`src/rtl/bp_lce_mem_arb_if.sv`:
```
// Handshake bundle between cache pipeline, LCE, memory port and the mem-port arbiter.
// Signal names keep the original port names so existing hookups translate one-to-one.
interface bp_lce_mem_arb_if #(
  parameter int pkt_width_p  = 32,
  parameter int stat_width_p = 16
);
  logic                    cache_pkt_v_i;
  logic [pkt_width_p-1:0]  cache_pkt_i;
  logic                    cache_pkt_yumi_o;
  logic                    lce_pkt_v_i;
  logic [pkt_width_p-1:0]  lce_pkt_i;
  logic                    lce_lock_i;
  logic                    lce_pkt_yumi_o;
  logic                    mem_pkt_v_o;
  logic [pkt_width_p-1:0]  mem_pkt_o;
  logic                    mem_pkt_yumi_i;
  logic                    cache_stall_o;
  logic [stat_width_p-1:0] starve_cnt_o;

  modport master (
    output cache_pkt_v_i, cache_pkt_i, lce_pkt_v_i, lce_pkt_i, lce_lock_i, mem_pkt_yumi_i,
    input  cache_pkt_yumi_o, lce_pkt_yumi_o, mem_pkt_v_o, mem_pkt_o, cache_stall_o, starve_cnt_o
  );

  modport slave (
    input  cache_pkt_v_i, cache_pkt_i, lce_pkt_v_i, lce_pkt_i, lce_lock_i, mem_pkt_yumi_i,
    output cache_pkt_yumi_o, lce_pkt_yumi_o, mem_pkt_v_o, mem_pkt_o, cache_stall_o, starve_cnt_o
  );
endinterface

```
`src/rtl/bp_lce_mem_arb.sv`:
```
// Arbitrates the single mem port between the cache pipeline (normal priority) and the LCE,
// with starvation escalation and multi-beat LCE locking; grant path is purely combinational.
module bp_lce_mem_arb #(
  parameter int pkt_width_p         = 32,
  parameter int timeout_max_limit_p = 4,
  parameter int stat_width_p        = 16
) (
  input  logic              clk_i,
  input  logic              reset_i,
  bp_lce_mem_arb_if.slave   io
);

  localparam int WaitW = $clog2(timeout_max_limit_p + 1);
  localparam logic [WaitW-1:0] WaitLast = WaitW'(timeout_max_limit_p - 1);

  typedef enum logic [1:0] {
    ST_NORMAL,
    ST_STARVED,
    ST_LOCKED
  } state_e;

  state_e                  state_q, state_d;
  logic [WaitW-1:0]        wait_q, wait_d;
  logic [stat_width_p-1:0] starve_cnt_q, starve_cnt_d;

  logic                    normal;
  logic                    sel_cache;
  logic                    mem_v;
  logic                    cache_yumi;
  logic                    lce_yumi;
  logic                    lce_blocked;
  logic [pkt_width_p-1:0]  sel_pkt;

  always_comb begin
    normal      = (state_q == ST_NORMAL);
    sel_cache   = normal & io.cache_pkt_v_i;
    mem_v       = normal ? (io.cache_pkt_v_i | io.lce_pkt_v_i) : io.lce_pkt_v_i;
    sel_pkt     = sel_cache ? io.cache_pkt_i : io.lce_pkt_i;
    // yumi is qualified by the selected source's valid so an illegal mem yumi has no effect
    cache_yumi  = sel_cache & io.mem_pkt_yumi_i;
    lce_yumi    = ~sel_cache & io.lce_pkt_v_i & io.mem_pkt_yumi_i;
    lce_blocked = io.lce_pkt_v_i & ~lce_yumi;
  end

  always_comb begin
    state_d      = state_q;
    wait_d       = '0;
    starve_cnt_d = starve_cnt_q;
    unique case (state_q)
      ST_NORMAL: begin
        if (lce_yumi && io.lce_lock_i) begin
          state_d = ST_LOCKED;
        end else if (lce_blocked) begin
          if (wait_q == WaitLast) begin
            state_d = ST_STARVED;
            if (starve_cnt_q != '1) starve_cnt_d = starve_cnt_q + 1'b1;
          end else begin
            wait_d = wait_q + 1'b1;
          end
        end
      end
      ST_STARVED: begin
        if (lce_yumi) begin
          state_d = io.lce_lock_i ? ST_LOCKED : ST_NORMAL;
        end else if (!io.lce_pkt_v_i) begin
          state_d = ST_NORMAL;
        end
      end
      ST_LOCKED: begin
        if (lce_yumi && !io.lce_lock_i) state_d = ST_NORMAL;
      end
      default: state_d = ST_NORMAL;
    endcase
  end

  always_ff @(posedge clk_i) begin
    if (reset_i) begin
      state_q      <= ST_NORMAL;
      wait_q       <= '0;
      starve_cnt_q <= '0;
    end else begin
      state_q      <= state_d;
      wait_q       <= wait_d;
      starve_cnt_q <= starve_cnt_d;
    end
  end

  // Outputs are forced quiet while reset is held, before the flops have been cleared.
  assign io.mem_pkt_v_o      = ~reset_i & mem_v;
  assign io.mem_pkt_o        = sel_pkt;
  assign io.cache_pkt_yumi_o = ~reset_i & cache_yumi;
  assign io.lce_pkt_yumi_o   = ~reset_i & lce_yumi;
  assign io.cache_stall_o    = ~reset_i & ~normal;
  assign io.starve_cnt_o     = reset_i ? '0 : starve_cnt_q;

  mem_yumi_without_valid: assert property (
    @(posedge clk_i) disable iff (reset_i) io.mem_pkt_yumi_i |-> io.mem_pkt_v_o
  );

endmodule

```
`src/flat_wrapper.sv`:
```
// flat-port wrapper written by rule: the top's interface ports become plain ports
module bp_lce_mem_arb_flat 
#(
  parameter int pkt_width_p         = 32,
  parameter int timeout_max_limit_p = 4,
  parameter int stat_width_p        = 16
)
  (clk_i, reset_i, io_cache_pkt_v_i, io_cache_pkt_i, io_lce_pkt_v_i, io_lce_pkt_i, io_lce_lock_i, io_mem_pkt_yumi_i, io_cache_pkt_yumi_o, io_lce_pkt_yumi_o, io_mem_pkt_v_o, io_mem_pkt_o, io_cache_stall_o, io_starve_cnt_o);
  bp_lce_mem_arb_if #(.pkt_width_p(pkt_width_p), .stat_width_p(stat_width_p)) io_i ();
  input  logic clk_i;
  input  logic reset_i;
  input wire logic [$bits(io_i.cache_pkt_v_i)-1:0] io_cache_pkt_v_i;
  input wire logic [$bits(io_i.cache_pkt_i)-1:0] io_cache_pkt_i;
  input wire logic [$bits(io_i.lce_pkt_v_i)-1:0] io_lce_pkt_v_i;
  input wire logic [$bits(io_i.lce_pkt_i)-1:0] io_lce_pkt_i;
  input wire logic [$bits(io_i.lce_lock_i)-1:0] io_lce_lock_i;
  input wire logic [$bits(io_i.mem_pkt_yumi_i)-1:0] io_mem_pkt_yumi_i;
  output wire logic [$bits(io_i.cache_pkt_yumi_o)-1:0] io_cache_pkt_yumi_o;
  output wire logic [$bits(io_i.lce_pkt_yumi_o)-1:0] io_lce_pkt_yumi_o;
  output wire logic [$bits(io_i.mem_pkt_v_o)-1:0] io_mem_pkt_v_o;
  output wire logic [$bits(io_i.mem_pkt_o)-1:0] io_mem_pkt_o;
  output wire logic [$bits(io_i.cache_stall_o)-1:0] io_cache_stall_o;
  output wire logic [$bits(io_i.starve_cnt_o)-1:0] io_starve_cnt_o;
  assign io_i.cache_pkt_v_i = io_cache_pkt_v_i;
  assign io_i.cache_pkt_i = io_cache_pkt_i;
  assign io_i.lce_pkt_v_i = io_lce_pkt_v_i;
  assign io_i.lce_pkt_i = io_lce_pkt_i;
  assign io_i.lce_lock_i = io_lce_lock_i;
  assign io_i.mem_pkt_yumi_i = io_mem_pkt_yumi_i;
  assign io_cache_pkt_yumi_o = io_i.cache_pkt_yumi_o;
  assign io_lce_pkt_yumi_o = io_i.lce_pkt_yumi_o;
  assign io_mem_pkt_v_o = io_i.mem_pkt_v_o;
  assign io_mem_pkt_o = io_i.mem_pkt_o;
  assign io_cache_stall_o = io_i.cache_stall_o;
  assign io_starve_cnt_o = io_i.starve_cnt_o;
  bp_lce_mem_arb #(.pkt_width_p(pkt_width_p), .timeout_max_limit_p(timeout_max_limit_p), .stat_width_p(stat_width_p)) u_core (.clk_i(clk_i), .reset_i(reset_i), .io(io_i));
endmodule
```
`config.mk`:
```
export PLATFORM = sky130hd
export DESIGN_NAME = bp_lce_mem_arb_flat
export DESIGN_NICKNAME = d
export VERILOG_FILES = /design/src/rtl/bp_lce_mem_arb_if.sv /design/src/rtl/bp_lce_mem_arb.sv /design/src/flat_wrapper.sv
export SDC_FILE = /design/constraint.sdc
export NUM_CORES = 1
export LEC_CHECK = 0
export ABC_AREA = 1
export ABC_CLOCK_PERIOD_IN_PS = 1700
export BUFFER_PORTS_ARGS = -buffer_cell sky130_fd_sc_hd__buf_2
export CAP_MARGIN = 20
export CELL_PAD_IN_SITES_DETAIL_PLACEMENT = 0
export CELL_PAD_IN_SITES_GLOBAL_PLACEMENT = 1
export CORE_MARGIN = 2
export CORE_UTILIZATION = 26
export CTS_CLUSTER_DIAMETER = 30
export DETAILED_ROUTE_END_ITERATION = 12
export PLACE_DENSITY_LB_ADDON = 0.1
export SLEW_MARGIN = 40
export SYNTH_ARGS = -nofsm -noshare
export SYNTH_HDL_FRONTEND = slang
export SYNTH_SLANG_ARGS = --single-unit
```
`constraint.sdc`:
```
create_clock -name clk_i -period 1.7 [get_ports clk_i]
set_clock_uncertainty 0.05 [all_clocks]
set_input_delay 0.17 -clock clk_i [delete_from_list [all_inputs] [get_ports clk_i]]
set_output_delay 0.17 -clock clk_i [all_outputs]
set_load 0.01 [all_outputs]
```
==> qor.txt <==
final net count: 525
Initial DRT Pass Iterations: 4
Final HPWL DP: 4.76 mm
MaxCap Viol Count: 0
Post-Synth XOR/XNOR Area: 3.46%
final core occ: 40.1%
Sw Ratio: 30.9%
internal power: 0.833 mW
Worst Tran Pin Value: 528 ps
Post-Route WL: 6.34 mm
Comb pwr share: 30.7%
status: finished, final reports clean
htree depth: 1
Compound-Gate Fraction of Synth Area: 6.06%
Achievable Freq: 0.595 GHz
area leader, netlist: nand2_1
DIE AREA: 7500 um2
Yosys reg bits: 21
aggregate global routing overflow: 0
drc violations: 0
TritonCTS Buffers: 3
Setup TNS: 0 ps
# IOs: 122
simple-gate share of the synthesized area: 55.2%
TritonCTS clock tree: built
adder-cell share of the synthesized area: 2.12%
antenna cell count: 0
crit path DAT: 1460 ps
port bufs: 121
DR WL/cell: 11.9 um
Die H: 86.6 um
CP Max Fanout: 16
Core Area: 6680 um2
initial antenna violation count: 0
final hold violation count: 0
Routability Congestion: 0.831
fraction of layout cells with a size suffix above 1: 35.7%
commonest non-fill, non-tap cell in the layout: nand2_1
most frequent cells in the layout: nand2_1 (144), buf_2 (121), nor2_1 (41)
final period utilization: 98.8%
type of origin of the critical path: flop
area grow syn2layout: 51.1%
clock-pin slew on the worst setup and hold paths: 90 ps
worst endpoint required time: 1480 ps
hold crit path type: input port to flop
CTS Sinks: 21
placed inst area: 2540 um2
Non-Filler Instances: 531
vias per cell: 4.41
row cnt: 30
Fill cells: 748
die width: 86.6 um
Avg Cell Area, Syn: 5.56 um2
Final Critical Period: 1680 ps
Clk pwr share: 28.1%
Syn Inst Count: 319
largest family of logic cells by synthesized area: simple AND/OR/NAND/NOR gates
PwrDens: 450 nW/um2
first-pass GRT wire length: 9.61 mm
vias in the first global route: 2102
clock latency on the worst-skew pair: 270 ps
synth top area cells: nand2_1 (30%), dfxtp_1 (24%), nor2_1 (8.7%)
Synth Net Count: 392
Leak: 1.45 nW
clk buf depth: 2
RSZ-0062 raised after global routing: true
Initial Util: 26.6%
post-synthesis mux area share: 0%
synthesized area: 1770 um2
CTS Hold Bufs: 0
Tot GR Track Use: 15.6%
Setup Crit Path Kind: flop to output pin
DP Cell Count: 522
Slew Limit Headroom: 64.8%
Switching Power: 0.372 mW
final count of pins violating max slew: 0
largest net degree at the start of global routing: 34
Crit. End Element: output pin
top-area cell type share of the netlist area: 30.5%
Synth Warn #: 0
Starting DRT DRC Count: 140
Cell variety after synth: 23
final instance area: 2680 um2
Setup violations, final: 0
via count: 2344
Root Driver: clkbuf_8
Seq/Total Area, Yosys: 23.7%
Peak VDD IR: 0.211 mV
sequential share of power: 41.3%
Detail Route Antenna Nets: 0
-- state kept, by name, summed over array words and instances, names as in the netlist --
signal               count
u_core.wait_q            3
u_core.state_q           2
u_core.starve_cnt_q     16
-- cells by family after synthesis --
logic type / count (synthesis)
and+or+nand+nor: 227
xor gates and xnor gates: 7
DFF: 21
adders and majority gates: 3
AOI/OAI and AO/OA: 21
buffers and inverters: 40
-- layout make-up --
class / count / area [um2] / share of cell area, %
Inverter: 26 / 101 / 3.78
Clock buffer: 3 / 41.3 / 1.54
Timing Repair Buffer: 142 / 815 / 30.4
Clock inverter: 1 / 5.00 / 0.187
Multi-Input combinational cell: 258 / 1190 / 44.6
Tap cell: 80 / 100 / 3.73
Sequential cell: 21 / 424 / 15.8
-- path summary, 6_finish.rpt --
path                            slack (ps)  cells past startpoint              startpoint                      to
worst min register to register         380                      1        u_core.wait_q[0]        u_core.wait_q[0]
worst max-delay path                    20                      7       u_core.state_q[1]        io_mem_pkt_o[27]
worst max register to register         110                      7  u_core.starve_cnt_q[0]  u_core.starve_cnt_q[3]
worst min-delay path                   180                      3           io_lce_lock_i       u_core.state_q[1]
-- what timing repair did --
item	CTS	global route
buffers inserted	0	3
pin swaps	1	1
setup endpoints to repair	6	36
gates cloned	0	2
resized for setup	2	5
hold endpoints to repair	0	0
-- stage by stage --
stage	total power, mW	setup WS [ps]	hold WS [ps]
2_1_floorplan	0.672	182	308
3_3_place_gp	0.855	184	369
3_5_place_dp	0.854	142	363
4_1_cts	1.20	6.66	182
5_1_grt	1.29	-67.5	224
6_report	1.21	20.6	179
-- power by group through the flow --
stage	Clock [mW]	Combinational, mW	Sequential, mW
finish	0.338	0.370	0.498
CTS	0.351	0.346	0.498
floorplan	0	0.163	0.509
global route	0.380	0.414	0.498
global placement	0	0.346	0.509
detailed placement	0	0.345	0.509
-- routing by layer --
metal  track usage [%]  up-vias  wire length [um]
met3              3.33        3               389
met2              27.8       73              3200
met5                 0        -                 0
met4              2.56        0                14
met1              19.6     1016              2740
li1                  -     1252                 -
-- synth_stat cells --
library cell / count
a21oi_1: 17
xor2_1: 7
nand3_2: 1
nand2_1: 144
nor2_1: 41
clkbuf_1: 7
buf_6: 2
nor3_1: 1
o21ai_0: 3
inv_1: 26
nand4_4: 1
nand4_1: 7
buf_1: 3
nand2_4: 2
or2_2: 1
nor3_2: 1
nand2_2: 1
o211ai_1: 1
nor2_4: 4
dfxtp_1: 21
buf_2: 2
ha_1: 3
nand3_1: 23
-- worst max-delay path, cell delays in order (launching register included) --
cell,delay (ps)
dfxtp_2,350
nor2_4,150
nand2_4,100
clkinvlp_4,160
clkbuf_16,190
nand2_1,50
nand2_1,60
buf_2,130
Power figures use the tool's default switching activity.
